## config.mk

```make
export PLATFORM = sky130hd
export DESIGN_NAME = dll_track_lock
export DESIGN_NICKNAME = d
export VERILOG_FILES = /design/src/rtl/dll_trk_pkg.sv /design/src/rtl/trk_vote_filter.sv /design/src/rtl/dll_track_lock.sv
export SDC_FILE = /design/constraint.sdc
export NUM_CORES = 1
export LEC_CHECK = 0
export CORE_AREA = 2 2 77 79
export CTS_CLUSTER_SIZE = 28
export DETAILED_ROUTE_END_ITERATION = 10
export DIE_AREA = 0 0 79 81
export PLACE_DENSITY = 0.58
export RECOVER_POWER = 50
export SLEW_MARGIN = 10
export SYNTH_ARGS = -nofsm -noshare
export SYNTH_HDL_FRONTEND = slang
export SYNTH_SLANG_ARGS = --single-unit
```

## constraint.sdc

```tcl
create_clock -name clk_ext -period 8 [get_ports clk_ext]
set_input_delay 1.6 -clock clk_ext [delete_from_list [all_inputs] [get_ports clk_ext]]
set_output_delay 1.6 -clock clk_ext [all_outputs]
set_load 0.005 [all_outputs]
```

## src/rtl/dll_trk_pkg.sv

```systemverilog
// ---------------------------------------------------------------------------
// dll_trk_pkg
// Shared types and default constants for the FMDLL tracking / lock-detect
// stage (dll_track_lock and its vote filter).
//   trk_state_e : controller states IDLE / LOAD / TRACK
//   trk_dir_e   : direction of the last code step (NONE / UP / DN)
//   DEF_*       : default parameter values for the top level
// ---------------------------------------------------------------------------
package dll_trk_pkg;

  localparam int DEF_CODE_W   = 10;
  localparam int DEF_TH       = 4;
  localparam int DEF_LOCK_REV = 8;

  typedef enum logic [1:0] {
    ST_IDLE  = 2'd0,
    ST_LOAD  = 2'd1,
    ST_TRACK = 2'd2
  } trk_state_e;

  typedef enum logic [1:0] {
    DIR_NONE = 2'd0,
    DIR_UP   = 2'd1,
    DIR_DN   = 2'd2
  } trk_dir_e;

endpackage

```

## src/rtl/trk_vote_filter.sv

```systemverilog
// ---------------------------------------------------------------------------
// trk_vote_filter
// Majority-style vote filter for phase-detector decisions. A signed
// accumulator moves +1 for comp=1 and -1 for comp=0 on every comp_valid
// strobe. When the updated value would reach +TH or -TH, a one-cycle step
// pulse is produced (combinationally, in the strobe cycle) and the
// accumulator restarts from zero.
// Ports:
//   clk_ext    in  clock
//   rst_n      in  asynchronous active-low reset
//   comp       in  PD decision (1 = vote up, 0 = vote down)
//   comp_valid in  one-cycle strobe qualifying comp
//   clr        in  synchronous clear of the accumulator, dominates strobes
//   step_up    out pulse: vote reached +TH this cycle
//   step_dn    out pulse: vote reached -TH this cycle
// ---------------------------------------------------------------------------
module trk_vote_filter #(
  parameter int TH = 4
) (
  input  logic clk_ext,
  input  logic rst_n,
  input  logic comp,
  input  logic comp_valid,
  input  logic clr,
  output logic step_up,
  output logic step_dn
);

  // One sign bit plus enough magnitude to hold TH.
  localparam int ACC_W = $clog2(TH + 1) + 1;

  localparam logic signed [ACC_W-1:0] TH_POS = ACC_W'(TH);
  localparam logic signed [ACC_W-1:0] TH_NEG = -TH_POS;
  localparam logic signed [ACC_W-1:0] ONE    = ACC_W'(1);

  logic signed [ACC_W-1:0] r_acc;
  logic signed [ACC_W-1:0] w_acc_next;

  always_comb begin
    w_acc_next = r_acc;
    if (comp_valid) begin
      w_acc_next = comp ? (r_acc + ONE) : (r_acc - ONE);
    end
  end

  assign step_up = !clr && comp_valid &&  comp && (w_acc_next == TH_POS);
  assign step_dn = !clr && comp_valid && !comp && (w_acc_next == TH_NEG);

  always_ff @(posedge clk_ext or negedge rst_n) begin
    if (!rst_n) begin
      r_acc <= '0;
    end else if (clr || step_up || step_dn) begin
      r_acc <= '0;
    end else begin
      r_acc <= w_acc_next;
    end
  end

endmodule

```

## src/rtl/dll_track_lock.sv

```systemverilog
// ---------------------------------------------------------------------------
// dll_track_lock
// Post-acquisition tracking and lock detect for the FMDLL delay line.
// Captures the SAR result, then nudges the delay code by +/-1 LSB on each
// filtered phase-detector vote and flags lock once the code has dithered
// (alternated step direction) LOCK_REV times in a row.
// Ports:
//   clk_ext    in  clock, rising edge
//   rst_n      in  asynchronous active-low reset
//   en         in  tracking enable; low returns to IDLE
//   sar_done   in  SAR search complete (level)
//   sar_code   in  final SAR code
//   comp       in  PD decision, 1 = lags (increase code)
//   comp_valid in  strobe qualifying comp
//   code_out   out delay code, split [9:6]/[5:3]/[2:0] by the decoders
//   tracking   out high in TRACK
//   lock       out lock indicator
//   sat        out code pinned at 0 or all-ones while tracking
//   dbg_state  out current controller state (trk_state_e encoding)
//
// Strobe semantics: comp_valid is a fire-and-forget strobe with no ready;
// comp is consumed on every edge where comp_valid is high, the block is in
// TRACK and en is high. Back-to-back strobes are accepted every cycle.
// ---------------------------------------------------------------------------
module dll_track_lock
  import dll_trk_pkg::*;
#(
  parameter int CODE_W   = DEF_CODE_W,
  parameter int TH       = DEF_TH,
  parameter int LOCK_REV = DEF_LOCK_REV
) (
  input  logic              clk_ext,
  input  logic              rst_n,
  input  logic              en,
  input  logic              sar_done,
  input  logic [CODE_W-1:0] sar_code,
  input  logic              comp,
  input  logic              comp_valid,
  output logic [CODE_W-1:0] code_out,
  output logic              tracking,
  output logic              lock,
  output logic              sat,
  output logic [1:0]        dbg_state
);

  localparam int                 REV_W    = $clog2(LOCK_REV + 1);
  localparam logic [REV_W-1:0]   REV_MAX  = REV_W'(LOCK_REV);
  localparam logic [REV_W-1:0]   REV_ONE  = REV_W'(1);
  localparam logic [CODE_W-1:0]  CODE_MAX = {CODE_W{1'b1}};
  localparam logic [CODE_W-1:0]  CODE_ONE = CODE_W'(1);

  trk_state_e        r_state;
  trk_dir_e          r_dir;
  logic [CODE_W-1:0] r_code;
  logic [REV_W-1:0]  r_rev_cnt;
  logic              r_lock;
  logic              r_tracking;

  logic              w_active;
  logic              w_vote_valid;
  logic              w_filt_clr;
  logic              w_step_up;
  logic              w_step_dn;
  trk_dir_e          w_step_dir;
  logic [REV_W-1:0]  w_rev_next;

  // Votes only count while actively tracking; a strobe arriving with en low
  // is dropped because the exit to IDLE wins on that edge.
  assign w_active     = (r_state == ST_TRACK) && en;
  assign w_vote_valid = comp_valid && w_active;
  assign w_filt_clr   = !w_active;

  trk_vote_filter #(
    .TH (TH)
  ) u_vote (
    .clk_ext    (clk_ext),
    .rst_n      (rst_n),
    .comp       (comp),
    .comp_valid (w_vote_valid),
    .clr        (w_filt_clr),
    .step_up    (w_step_up),
    .step_dn    (w_step_dn)
  );

  assign w_step_dir = w_step_up ? DIR_UP : DIR_DN;
  assign w_rev_next = (r_rev_cnt == REV_MAX) ? r_rev_cnt : (r_rev_cnt + REV_ONE);

  always_ff @(posedge clk_ext or negedge rst_n) begin
    if (!rst_n) begin
      r_state    <= ST_IDLE;
      r_dir      <= DIR_NONE;
      r_code     <= '0;
      r_rev_cnt  <= '0;
      r_lock     <= 1'b0;
      r_tracking <= 1'b0;
    end else begin
      case (r_state)
        ST_IDLE: begin
          // code is intentionally held so the delay line does not glitch
          r_rev_cnt  <= '0;
          r_lock     <= 1'b0;
          r_tracking <= 1'b0;
          if (en && sar_done) begin
            r_state <= ST_LOAD;
          end
        end

        ST_LOAD: begin
          r_code     <= sar_code;
          r_dir      <= DIR_NONE;
          r_rev_cnt  <= '0;
          r_lock     <= 1'b0;
          r_tracking <= 1'b1;
          r_state    <= ST_TRACK;
        end

        ST_TRACK: begin
          if (!en) begin
            r_state    <= ST_IDLE;
            r_tracking <= 1'b0;
            r_lock     <= 1'b0;
            r_rev_cnt  <= '0;
          end else if (w_step_up || w_step_dn) begin
            // A step into a rail leaves the code alone but is still a step
            // for the reversal bookkeeping below.
            if (w_step_up && (r_code != CODE_MAX)) begin
              r_code <= r_code + CODE_ONE;
            end else if (w_step_dn && (r_code != '0)) begin
              r_code <= r_code - CODE_ONE;
            end

            if (r_dir == DIR_NONE) begin
              r_dir <= w_step_dir;
            end else if (w_step_dir != r_dir) begin
              r_dir     <= w_step_dir;
              r_rev_cnt <= w_rev_next;
              if (w_rev_next == REV_MAX) begin
                r_lock <= 1'b1;
              end
            end else begin
              r_rev_cnt <= '0;
              r_lock    <= 1'b0;
            end
          end
        end

        default: begin
          r_state    <= ST_IDLE;
          r_tracking <= 1'b0;
          r_lock     <= 1'b0;
        end
      endcase
    end
  end

  assign code_out  = r_code;
  assign tracking  = r_tracking;
  assign lock      = r_lock;
  assign sat       = r_tracking && ((r_code == '0) || (r_code == CODE_MAX));
  assign dbg_state = r_state;

endmodule

```

==> metrics.md, run 1 <==
| Metric | Value |
|---|---|
| Status | `complete, no violations` |
| Register area share after synthesis | `0.320` |
| Ports | `31` |
| Hold_buf cts | `0` |
| Relative slew slack | `0.0876` |
| Final WL | `4580 um` |
| Design Area, Final | `2320 sq um` |
| Dominant synthesized flop cell | `dfrtp_1` |
| Share of flip-flops with an asynchronous set or reset | `1.00` |
| Seq cells post-synth | `24` |
| Num rows | `28` |
| Worst r2r src | `u_vote.r_acc[0]` |
| Vias in the first global route | `1667` |
| Leakage | `0.000942 uW` |
| Sink Count | `24` |
| Die W | `79 um` |
| Placed cell count | `317` |
| Worst-case reg-to-reg path depth | `11` |
| R2R Path End | `code_out[9]` |
| Num CTS Buffers | `3` |
| Vias post-DR | `1679` |
| Layout Nets | `277` |
| Power Total | `551 uW` |
| Minimum clock period | `5150 ps` |
| Die Y | `81 um` |
| DR vias/cell | `5.23` |
| Die area | `6400 sq um` |
| Worst hold path class | `reg2reg` |
| Post-synthesis compound-gate area fraction | `0.246` |
| PostCTS Resize Cnt | `0` |
| Clock buffer depth | `2` |
| R2R Setup Slk | `4420 ps` |
| XOR/XNOR share of the synthesized area | `0.0233` |
| Adder-Cell Fraction of Synth Area | `0.101` |
| CP required | `8160 ps` |
| Worst VDD drop | `153 uV` |
| Port Buffers | `30` |
| Power Dens Cells | `237 nW/um^2` |
| Worst EP arrival | `5300 ps` |
| Post-synthesis cell area | `1880 sq um` |
| Slew @ Worst Pin | `1370 ps` |
| Cells after Synth | `218` |
| Reg clk slew, reported paths | `100 ps` |
| Combinational family with the most area after synthesis | `compound AO/OA/AOI/OAI gates` |
| Final count of hold timing violations | `0` |
| P&R area growth vs syn | `23.4%` |
| DP Wirelength | `3330 um` |
| Setup WS post-layout | `2850 ps` |
| Simple logic cell fraction of the synthesized area | `0.240` |
| Final setup fails | `0` |
| Initial DRC Count | `67` |
| CP Launch Point | `comp` |
| Skew final | `1.82 ps` |
| H-tree depth | `1` |
| Syn_area_per_cell | `8.62 sq um` |
| Dpl cell area | `2250 sq um` |
| Crit path max fanout | `12` |
| Layout cells sized above 1 | `0.0691` |
| Final Non-Filler Cells | `321` |
| Worst Setup EP | `code_out[9]` |
| Mux cell area share after synthesis | `0.0353` |
| GPL Wtd Cong | `0.746` |
| Crit path kind | `in2reg` |
| First-pass GRT wire length | `7790 um` |
| Startpoint types | `primary input` |
| Clk Tree Root Cell | `clkbuf_8` |
| Placeable Area | `5680 sq um` |
| Initial antenna violation count | `0` |
| Ys Warns | `0` |
| Postcts setup bufs | `0` |
| Dpl ws | `2580 ps` |
| Final worst-path cycle share | `0.643` |
| Post-Syn Nets | `248` |
| RSZ-0062 raised after global routing | `false` |
| Routed wire per std cell | `14.3 um` |
| Slew Viols, Final | `0` |
| TNS Setup | `0 ps` |
| Yosys cell types | `56` |
| Post-synth EDFFs | `0` |
| DR DRC count | `0` |
| Grt total ovfl | `0` |
| Initial Util | `0.331` |
| Antenna-violating nets left | `0` |
| GR Util All Layers | `0.153` |
| Worst-skew pair later-pin latency | `280 ps` |
| Antenna Cells | `0` |
| DR pass1 iterations | `4` |
| Largest net degree at the start of global routing | `25` |
| Fillers | `588` |
| Maxcap violations | `0` |
| Critical Path End Type | `flop` |
| Max Fclk | `0.194 GHz` |
| CTS tree | `done` |
## power by group
part	switching, uW	internal (uW)
combinational	125	125
clock	46.2	67.1
sequential	41.0	147
total	212	338
## cells by family after synthesis
kind of cell             after synthesis
AND/OR/NAND/NOR                       86
AO/OA/AOI/OAI                         68
flip-flops                            24
buffers and inverters                 16
adder cells (fa/ha/maj)               14
XOR/XNOR                               5
multiplexers                           5
## per-stage QoR
stage           util  hold WS [ps]
6_report       0.409           537
5_1_grt        0.409           576
4_1_cts        0.409           549
3_5_place_dp   0.397           527
3_3_place_gp   0.397           529
2_1_floorplan      -           487
## state kept, by name, summed over array words and instances, names as in the netlist
register      count
r_rev_cnt         4
code_out         10
lock              1
tracking          1
dbg_state         2
r_dir             2
u_vote.r_acc      4
## worst max-delay path, stage by stage
cell and delay (ps):
clkdlybuf4s50_1 550, inv_1 120, fa_1 440, xnor2_1 220, nor4_4 390, o211ai_2 350
ha_1 450, a21o_1 190, a21oi_1 270, a21oi_1 170, o21ba_2 240, a211oi_1 160
o221ai_1 140
## layout by cell type (no fill, tap or decap), types with 4 or more instances in the layout
cell type        count
dlygate4sd3_1        6
nand3_1              7
dfrtp_1             24
o31ai_1              4
nor2_1              20
clkdlybuf4s50_1     24
nor2b_1              6
a21oi_1             22
nor3_1               5
nand2_1             22
nand4_1              6
o21ai_0              9
ha_1                12
inv_1                9
## worst min-delay path by stage
stage	start	endpoint	slack, ps	cells after the start
2_1_floorplan	tracking	tracking	490	2
3_3_place_gp	r_rev_cnt[1]	r_rev_cnt[1]	530	2
3_5_place_dp	r_dir[0]	r_dir[0]	530	1
4_1_cts	r_dir[0]	r_dir[0]	550	1
5_1_grt	r_dir[0]	r_dir[0]	580	1
6_report	tracking	tracking	540	2
## cell type report
cell class | instances | area, sq um | area share
tap | 75 | 93.8 | 0.0405
timing repair buffer | 31 | 304 | 0.131
multi-input combinational | 178 | 1210 | 0.524
clock inverter | 1 | 30.0 | 0.0130
sequential | 24 | 601 | 0.259
clock buffer | 3 | 41.3 | 0.0178
inverter | 9 | 33.8 | 0.0146
## per-layer routing
metal  up-vias  global-route usage  share of wire
met5         -                   0              0
met4         0              0.0483          0.011
met3         6              0.0311          0.038
met2        31               0.259           0.47
met1       775               0.198           0.48
li1        867                   -              -
## cells in the mapped netlist (all sizes together) (3+ instances only)
cell type | count | share of area
nor2 | 20 | 0.040
a21o | 3 | 0.012
mux2 | 3 | 0.018
inv | 9 | 0.018
nand2 | 23 | 0.047
and3 | 3 | 0.010
dfrtp | 24 | 0.32
nor3 | 5 | 0.013
a211oi | 3 | 0.012
o21ai | 11 | 0.031
o211ai | 3 | 0.015
a22oi | 3 | 0.012
ha | 12 | 0.080
buf | 3 | 0.0080
xnor2 | 3 | 0.014
clkbuf | 4 | 0.0080
nor4 | 3 | 0.018
a21oi | 23 | 0.063
nand3 | 8 | 0.024
nor2b | 6 | 0.020
nand4 | 6 | 0.020
o31ai | 4 | 0.016
Note: power is estimated with default switching activity, not from simulation.
==> run 2, diff against run 1 <==
==> constraint.sdc (replaced) <==
create_clock -name clk_ext -period 4.8 [get_ports clk_ext]
set_input_delay 0.96 -clock clk_ext [delete_from_list [all_inputs] [get_ports clk_ext]]
set_output_delay 0.96 -clock clk_ext [all_outputs]
set_load 0.005 [all_outputs]
==> metrics.md, run 2 (synthesis gave the netlist of run 1 again) <==
| Metric | Value |
|---|---|
| Status | `complete, no violations` |
| Worst EP arrival | `4440 ps (-860 ps)` |
| Startpoint types | `primary input` |
| Worst r2r src | `u_vote.r_acc[0]` |
| Largest net degree at the start of global routing | `25 (unchanged)` |
| Num CTS Buffers | `3 (unchanged)` |
| First-pass GRT wire length | `7980 um (+2.5%)` |
| Crit path kind | `in2reg` |
| Clk Tree Root Cell | `clkbuf_8` |
| GPL Wtd Cong | `0.805 (+7.8%)` |
| Initial DRC Count | `81 (+21%)` |
| Relative slew slack | `0.0807 (-0.00687)` |
| TNS Setup | `0 ps (unchanged)` |
| Final count of hold timing violations | `0 (unchanged)` |
| Maxcap violations | `0 (unchanged)` |
| Worst hold path class | `reg2reg` |
| Share of total power in combinational logic | `0.457 (+0.003)` |
| Die W | `79 um (unchanged)` |
| Grt total ovfl | `0 (unchanged)` |
| Max reg flops | `10 (unchanged)` |
| GR Util All Layers | `0.158 (+0.00472)` |
| Final Non-Filler Cells | `324 (+0.93%)` |
| Initial antenna violation count | `0 (unchanged)` |
| Placeable Area | `5680 sq um (unchanged)` |
| Setup WS post-layout | `515 ps (-2340 ps)` |
| Reg clk slew, reported paths | `90 ps (about the same)` |
| Max Fclk | `0.233 GHz` |
| Final worst-path cycle share | `0.893` |
| DR vias/cell | `5.27 (+0.67%)` |
| Minimum clock period | `4280 ps` |
| R2R Setup Slk | `1450 ps (-2970 ps)` |
| Worst VDD drop | `208 uV (+36%)` |
| R2R Path End | `code_out[9]` |
| PostCTS Resize Cnt | `0 (unchanged)` |
| Psw | `348 uW (+64%)` |
| Fillers | `580 (-1.4%)` |
| Hold Crit Endpoint | `lock` |
| Slew @ Worst Pin | `1380 ps (+10.3 ps)` |
| Crit path max fanout | `7 (-5)` |
| H-tree depth | `1 (unchanged)` |
| Worst-case reg-to-reg path depth | `11 (unchanged)` |
| Final setup fails | `0 (unchanged)` |
| Die Y | `81 um (unchanged)` |
| Reg power frac | `0.341 (about the same)` |
| Leakage | `0.000957 uW (+1.6%)` |
| Skew final | `3.09 ps (+1.27 ps)` |
| Initial Util | `0.331 (unchanged)` |
| Postcts setup bufs | `0 (unchanged)` |
| Clock buffer depth | `2 (unchanged)` |
| CP required | `4950 ps (-3210 ps)` |
| P&R area growth vs syn | `24.6%` |
| Vias in the first global route | `1656 (-0.66%)` |
| Port Buffers | `30 (unchanged)` |
| Die area | `6400 sq um (unchanged)` |
| DR DRC count | `0 (unchanged)` |
| Dpl ws | `220 ps (-2360 ps)` |
| Clk network pwr share | `0.203 (-0.003)` |
| Sink Count | `24 (unchanged)` |
| Commonest non-fill, non-tap cell in the layout | `clkdlybuf4s50_1` |
| Placed cell count | `320 (+0.95%)` |
| Slew Viols, Final | `0 (unchanged)` |
| DP Wirelength | `3450 um (+3.6%)` |
| Sw Share | `0.382 (-0.00366)` |
| RSZ-0062 raised after global routing | `false` |
| Antenna Cells | `0 (unchanged)` |
| Layout Nets | `280 (+1.1%)` |
| Worst-skew pair later-pin latency | `280 ps (about the same)` |
| Routed wire per std cell | `14.3 um (+0.48%)` |
| Hold_sp | `lock` |
| Layout cells sized above 1 | `0.0803 (+0.0112)` |
| DR pass1 iterations | `4 (unchanged)` |
| Most frequent cells in the layout | `25 x clkdlybuf4s50_1, 24 x dfrtp_1, 22 x a21oi_1, 22 x nand2_1, 20 x nor2_1` |
| Hold_buf cts | `0 (unchanged)` |
| Vias post-DR | `1706 (+1.6%)` |
| Final WL | `4640 um (+1.4%)` |
| Num rows | `28 (unchanged)` |
| WHS Path Cells | `2 (unchanged)` |
| Antenna-violating nets left | `0 (unchanged)` |
| Ports | `31 (unchanged)` |
| Power Dens Cells | `390 nW/um^2 (+64%)` |
| Power Internal | `564 uW (+67%)` |
| CTS tree | `done` |
| Critical Path End Type | `flop` |
==> run 2: cell types whose count changed in the layout (fill, tap and decap cells not counted), sizes merged <==
cell,change
dlygate4sd3,-1
clkdlybuf4s50,+1
buf,+3
==> run 2: worst max-delay path, cell delays in order <==
cell	delay [ps]
clkdlybuf4s50_1	550
inv_1	120
fa_1	440
xnor2_1	230
nor4_4	320
o211ai_2	220
ha_1	400
a21o_1	200
a21oi_1	260
a21oi_1	160
o21ba_2	230
a211oi_1	200
o221ai_1	150
==> run 2: final cells by class <==
cell class,instances,area [sq um],share of cell area
clock buffers,3,41.3,0.0176
clock inverters,1,30.0,0.0128
inverters,9,33.8,0.0144
multi-input cells,178,1210,0.519
flip-flops and latches,24,601,0.257
well taps,75,93.8,0.0401
repair buffers,34,327,0.139
==> run 2: layer usage <==
layer  vias up  routed length, um  track usage  part of all wire
li1        878                  -            -                 -
met1       784               2300        0.214              0.50
met2        38               2110        0.262              0.46
met3         6                162       0.0233             0.035
met4         0                 62       0.0483             0.013
met5         -                  0            0                 0
==> run 2: worst max path at each step <==
stage / from / endpoint / slack, ps / depth (start not counted)
after floorplan: comp / code_out[9] / 940 / 12
after global placement: comp / code_out[9] / 320 / 13
after detailed placement: comp / code_out[9] / 220 / 13
after CTS: comp / code_out[9] / 500 / 13
after global routing: comp / code_out[9] / 250 / 13
final: comp / code_out[9] / 520 / 13
==> run 2: through the flow <==
stage / util / cell area [sq um] / hold WS, ps / total power (uW)
floorplan: - / 1880 / 487 / 569
global placement: 0.401 / 2270 / 523 / 736
detailed placement: 0.401 / 2270 / 525 / 734
CTS: 0.413 / 2340 / 551 / 926
global route: 0.412 / 2340 / 569 / 991
finish: 0.412 / 2340 / 541 / 912
==> run 2: power groups by stage <==
stage / Sequential, uW / Combinational, uW / Clock, uW
floorplan: 301 / 268 / 0
global placement: 317 / 419 / 0
detailed placement: 315 / 419 / 0
CTS: 312 / 422 / 192
global route: 321 / 472 / 198
finish: 311 / 416 / 185
